[src/rtl/pipeline_mem_arbiter_pkg.sv]
// Shared types and constants for the unified-memory arbiter between IF and MEM.
package pipeline_mem_arbiter_pkg;

  typedef enum logic [1:0] {
    START = 2'd0,
    DATA  = 2'd1,
    FETCH = 2'd2,
    ADV   = 2'd3
  } arb_state_t;

  // addi x0,x0,0
  localparam logic [31:0] NOP_WORD = 32'h0000_0013;

  localparam logic [1:0] RESULT_SRC_LOAD = 2'b01;

endpackage

[src/rtl/pipeline_mem_arbiter_access_watchdog.sv]
// Wait-cycle counter for one memory access; flags an abandon when the memory
// stays silent for TIMEOUT request cycles (TIMEOUT=0 never fires).
module pipeline_mem_arbiter_access_watchdog #(
  parameter int TIMEOUT = 16
) (
  input  logic clk,
  input  logic reset,
  input  logic start,
  input  logic active,
  input  logic mem_ready,
  output logic timeout
);

  localparam int          CW   = (TIMEOUT > 1) ? $clog2(TIMEOUT) : 1;
  localparam logic [CW-1:0] LAST = CW'(TIMEOUT - 1);
  localparam logic        EN   = (TIMEOUT > 0);

  logic [CW-1:0] wait_cnt;

  always_ff @(posedge clk) begin
    if (!reset) begin
      wait_cnt <= '0;
    end else if (start) begin
      wait_cnt <= '0;
    end else if (active && !mem_ready) begin
      wait_cnt <= wait_cnt + CW'(1);
    end
  end

  // mem_ready in the terminal cycle is a normal completion, not a timeout
  assign timeout = EN && active && !mem_ready && (wait_cnt == LAST);

endmodule

[src/rtl/pipeline_mem_arbiter.sv]
// Sequences one optional data access then one fetch per pipeline advance on a
// single shared memory port, holding Stall until both are done.
//
// state | meaning
// START | idle cycle, pick DATA or FETCH from the MEM-stage op
// DATA  | load/store request outstanding
// FETCH | instruction fetch request outstanding
// ADV   | Stall low for one cycle, pipeline registers advance
module pipeline_mem_arbiter
  import pipeline_mem_arbiter_pkg::*;
#(
  parameter int          TIMEOUT   = 16,
  parameter logic [31:0] NOP_INSTR = NOP_WORD
) (
  input  logic        clk,
  input  logic        reset,
  input  logic [31:0] PC_F,
  input  logic [31:0] ALUResult_M,
  input  logic [31:0] WriteData_M,
  input  logic        MemWrite_M,
  input  logic        MemRead_M,
  output logic [31:0] Instr_F,
  output logic [31:0] ReadData_M,
  output logic        Stall,
  output logic        mem_req,
  output logic        mem_we,
  output logic [31:0] mem_addr,
  output logic [31:0] mem_wdata,
  input  logic [31:0] mem_rdata,
  input  logic        mem_ready,
  output logic        bus_err,
  output logic [31:0] stall_cycles
);

  arb_state_t state;
  logic       timeout;
  logic       done;
  logic       wd_start;

  assign done     = mem_req && (mem_ready || timeout);
  assign wd_start = (state == START) || ((state == DATA) && done);

  pipeline_mem_arbiter_access_watchdog #(.TIMEOUT(TIMEOUT)) u_watchdog (
    .clk       (clk),
    .reset     (reset),
    .start     (wd_start),
    .active    (mem_req),
    .mem_ready (mem_ready),
    .timeout   (timeout)
  );

  // Request fields are snapshotted on entry; the frozen pipeline keeps the
  // source values stable anyway, so this matches a direct drive.
  always_ff @(posedge clk) begin
    if (!reset) begin
      state        <= START;
      Stall        <= 1'b1;
      mem_req      <= 1'b0;
      mem_we       <= 1'b0;
      mem_addr     <= '0;
      mem_wdata    <= '0;
      Instr_F      <= NOP_INSTR;
      ReadData_M   <= '0;
      bus_err      <= 1'b0;
      stall_cycles <= '0;
    end else begin
      if (Stall) stall_cycles <= stall_cycles + 32'd1;
      case (state)
        START: begin
          mem_req <= 1'b1;
          if (MemRead_M || MemWrite_M) begin
            state     <= DATA;
            mem_we    <= MemWrite_M;
            mem_addr  <= ALUResult_M;
            mem_wdata <= WriteData_M;
          end else begin
            state     <= FETCH;
            mem_we    <= 1'b0;
            mem_addr  <= PC_F;
            mem_wdata <= '0;
          end
        end
        DATA: begin
          if (done) begin
            if (MemRead_M) ReadData_M <= mem_ready ? mem_rdata : 32'd0;
            if (!mem_ready) bus_err <= 1'b1;
            state     <= FETCH;
            mem_we    <= 1'b0;
            mem_addr  <= PC_F;
            mem_wdata <= '0;
          end
        end
        FETCH: begin
          if (done) begin
            Instr_F <= mem_ready ? mem_rdata : NOP_INSTR;
            if (!mem_ready) bus_err <= 1'b1;
            state   <= ADV;
            mem_req <= 1'b0;
            Stall   <= 1'b0;
          end
        end
        ADV: begin
          state <= START;
          Stall <= 1'b1;
        end
        default: begin
          state   <= START;
          Stall   <= 1'b1;
          mem_req <= 1'b0;
        end
      endcase
    end
  end

endmodule

[config.mk]
export PLATFORM = sky130hd
export DESIGN_NAME = pipeline_mem_arbiter
export DESIGN_NICKNAME = d
export VERILOG_FILES = /design/src/rtl/pipeline_mem_arbiter_pkg.sv /design/src/rtl/pipeline_mem_arbiter_access_watchdog.sv /design/src/rtl/pipeline_mem_arbiter.sv
export SDC_FILE = /design/constraint.sdc
export NUM_CORES = 1
export LEC_CHECK = 0
export BUFFER_PORTS_ARGS = -buffer_cell sky130_fd_sc_hd__buf_2
export CAP_MARGIN = 15
export CORE_MARGIN = 3
export CORE_UTILIZATION = 29
export CTS_CLUSTER_DIAMETER = 60
export CTS_CLUSTER_SIZE = 14
export DETAILED_ROUTE_END_ITERATION = 16
export GPL_ROUTABILITY_DRIVEN = 0
export GPL_TIMING_DRIVEN = 0
export PLACE_DENSITY = 0.58
export SKIP_CTS_REPAIR_TIMING = 1
export SLEW_MARGIN = 20
export SYNTH_ARGS = -nofsm -noshare
export SYNTH_HDL_FRONTEND = slang
export SYNTH_HIERARCHICAL = 1
export SYNTH_SLANG_ARGS = --single-unit
[constraint.sdc]
create_clock -name clk -period 1.75 [get_ports clk]
set_input_delay 0 -clock clk [delete_from_list [all_inputs] [get_ports clk]]
set_output_delay 0 -clock clk [all_outputs]
set_load 0.05 [all_outputs]
==> run_results.csv <==
group,metric,value,unit
synth,synth_cells,857,
routing,firstDrtPassIters,8,
routing,wl_per_cell,17.27,µm
routing,drc,0,
clock_network,clk_pin_slew,0.08,ns
sta,finalSetupViolations,60,
status,outcome,"finished with violations",
global_route,grt_use_total,18.75,%
power,fin_total_pwr,17.74,mW
routing,num_vias,8200,
worst_hold_path,hold_depth,4,
global_route,grt_pass1_vias,7020,
synth,ys_async_sr_fraction,0,%
critical_path,cpMaxStageDelayCell,"dfxtp_4",
critical_path,crit_arrival,2.22,ns
routing,wl_met2,13.94,mm
clock_network,cts_buffers,17,
clock_network,cts_buffer_depth,2,
routing,ant_nets,0,
global_route,antenna_found_initial,0,
clock_network,cts_sinks,170,
critical_path,rr_worst_depth,9,
status,violations,"setup timing",
floorplan,dieArea,25530,µm²
routing,viasPerCell,4.973,
finish,drive_above_1_share,39.75,%
clock_network,htreeDepth,4,
synth,synth-seq-cells,170,
synth,syn_nets,996,
synth,synth_edf_count,0,
sta,hold_viol_final,0,
critical_path,max_stage_delay,0.36,ns
worst_hold_path,hold_class,"primary input to flop",
finish,area_growth,73.09,%
synth,synth_cell_type_count,39,
placement,numPortBuffers,296,
critical_path,crit_chain,"ha_4, nand2_4, nor2_4, o21a_4, a21o_1, buf_12, buf_12, clkbuf_16, a311oi_1",
placement,dpl.hpwl,18.70,mm
finish,antenna_cells,0,
finish,nets,1462,
synth,netlist_area,6858,µm²
synth,synth_top_cell_by_area,"dfxtp_1",
sta,skew,0.01325,ns
floorplan,fp.coreArea,22920,µm²
routing,wl_met3,2.074,mm
critical_path,worst-setup-path-type,"flop to flop",
critical_path,r2r_setup_slack,-0.13,ns
synth,avgSynthCellArea,8.002,µm²
routing,wl,28.47,mm
power,max-vdd-ir-drop,1.215,mV
critical_path,cp_max_fo,8,
floorplan,rows,55,
clock_network,tritoncts,"built",
placement,pre_cts_ws,-0.6515,ns
floorplan,die_x,159.8,µm
run,max_cap_viol_count,0,
synth,yosys_warnings,6,
floorplan,initial_utilization,29.93,%
sta,fin_ws,-0.1337,ns
finish,fillerInstances,2148,
critical_path,end_kind,"flop",
floorplan,die_y,159.8,µm
clock_network,root_buffer,"clkbuf_16",
routing,wl_met1,12.00,mm
sta,fmax,530.9,MHz
power,leakagePower,4.968,nW
global_route,overflow,0,
sta,period_minus_slack,1.884,ns
floorplan,ios,297,
synth,synthFlopType,"dfxtp_1",
synth,yosys.area.top_type_share,49.63,%
sta,tightest_slew,0.7931,ns
clock_network,clock_latency,0.43,ns
critical_path,worstSetupStartpointType,"flop",
synth,seq_area_frac_synth,49.63,%
sta,slew-limit-headroom,47.12,%
sta,post-route-period-util,107.6,%
routing,maxUsedRoutingLayer,"met4",
power,power_density,1495,nW/µm²
sta,grt_setup_unrepaired,"yes",
sta,slew_viol_final,0,
routing,drtIter0Drc,414,
synth,yosys-top-cells-area,"dfxtp_1, nand2_1, a21oi_1",
critical_path,critPathRequiredTime,2.08,ns
global_route,grt_max_degree,20,
critical_path,cpMostUsedCell,"buf_12",
global_route,grt_pass1_wl,38.79,mm
==> cells in the mapped netlist (7+ instances only) <==
library cell	instances
a21oi_1	117
a311oi_1	32
buf_1	9
clkbuf_1	56
dfxtp_1	170
nand2_1	172
nand3_1	109
nand4_1	8
nor2_1	59
nor3_1	7
o21ai_0	16
o31ai_1	10
or3_1	11
or4_1	13
xnor2_1	9
==> sequential cells by signal (all words and copies together) (netlist names) <==
register and count:
u_watchdog/wait_cnt 4, mem_addr 32, Instr_F 32, bus_err 1
Stall 1, mem_we 1, state 2, mem_wdata 32
mem_req 1, ReadData_M 32, stall_cycles 32
==> cell usage in the layout (no fill, tap or decap), types with 6 or more instances in the layout <==
master           n
buf_2          300
nand2_1        170
dfxtp_1        139
dlygate4sd3_1  131
a21oi_1         91
nand3_1         90
nor2_1          57
a311oi_2        28
a21oi_2         25
buf_4           23
clkbuf_16       23
clkbuf_1        19
dfxtp_4         18
o21ai_0         15
nand3_2         14
dfxtp_2         13
or3_1           11
clkbuf_2         9
or4_4            9
xnor2_1          9
buf_6            8
nand4_1          8
buf_12           7
nor3_1           7
nand3_4          6
inv_8            6
==> per-layer routing <==
metal  vias up  track usage (%)
li1       3941                -
met1      3862            23.82
met2       356            30.35
met3        41            6.874
met4         0            4.694
met5         -                0
==> cell type report <==
type / count / area (µm²) / area share [%]
multi-input combinational: 610 / 3757 / 31.65
sequential: 170 / 3487 / 29.38
timing repair buffer: 452 / 3109 / 26.19
buffer: 66 / 504.2 / 4.248
clock buffer: 17 / 425.4 / 3.584
tap: 313 / 391.6 / 3.299
clock inverter: 15 / 172.7 / 1.455
inverter: 6 / 22.52 / 0.1897
==> metrics by stage <==
step | TNS [ns] | instances | area, µm² | utilization [%] | hold WS, ns
global placement | -48.49 | 1466 | 8874 | 38.72 | 0.2589
CTS | -50.98 | 1498 | 9472 | 41.33 | -0.2033
global route | -7.532 | 1649 | 11870 | 51.80 | 0.1086
floorplan | -1.478 | 857 | 7000 | - | 0.1519
finish | -3.003 | 1649 | 11870 | 51.80 | 0.08559
detailed placement | -54.11 | 1466 | 8874 | 38.72 | 0.2619
==> power breakdown <==
group | total (mW) | leakage (nW) | switching [mW] | internal (mW)
combinational | 8.98 | 3.27 | 5.61 | 3.37
sequential | 4.89 | 1.40 | 0.387 | 4.50
clock | 3.88 | 0.295 | 1.93 | 1.95
total | 17.7 | 4.97 | 7.92 | 9.82
==> worst max-delay path: cells and delay by family (launching register included) <==
| family | cells | cell delay (ns) |
|---|---|---|
| AND/OR/NAND/NOR | 2 | 0.11 |
| buffers and inverters | 3 | 0.48 |
| adder cells (fa/ha/maj) | 1 | 0.17 |
| AO/OA/AOI/OAI | 3 | 0.67 |
| flip-flops | 1 | 0.36 |
==> worst paths after layout <==
path,startpoint,end
setup / recovery,u_watchdog/wait_cnt[0],mem_addr[12]
hold / removal,MemRead_M,state[1]
setup reg to reg,u_watchdog/wait_cnt[0],mem_addr[12]
hold reg to reg,mem_wdata[31],mem_wdata[31]
==> cells by family after synthesis <==
logic type	count (synthesis)	share of synthesized area, %
buffers and inverters	77	4.415
multiplexers	4	0.5839
flip-flops	170	49.63
AO/OA/AOI/OAI	185	16.04
AND/OR/NAND/NOR	403	26.71
adder cells (fa/ha/maj)	6	1.095
XOR/XNOR	12	1.533
No activity file was read; power rests on OpenSTA's default activity.
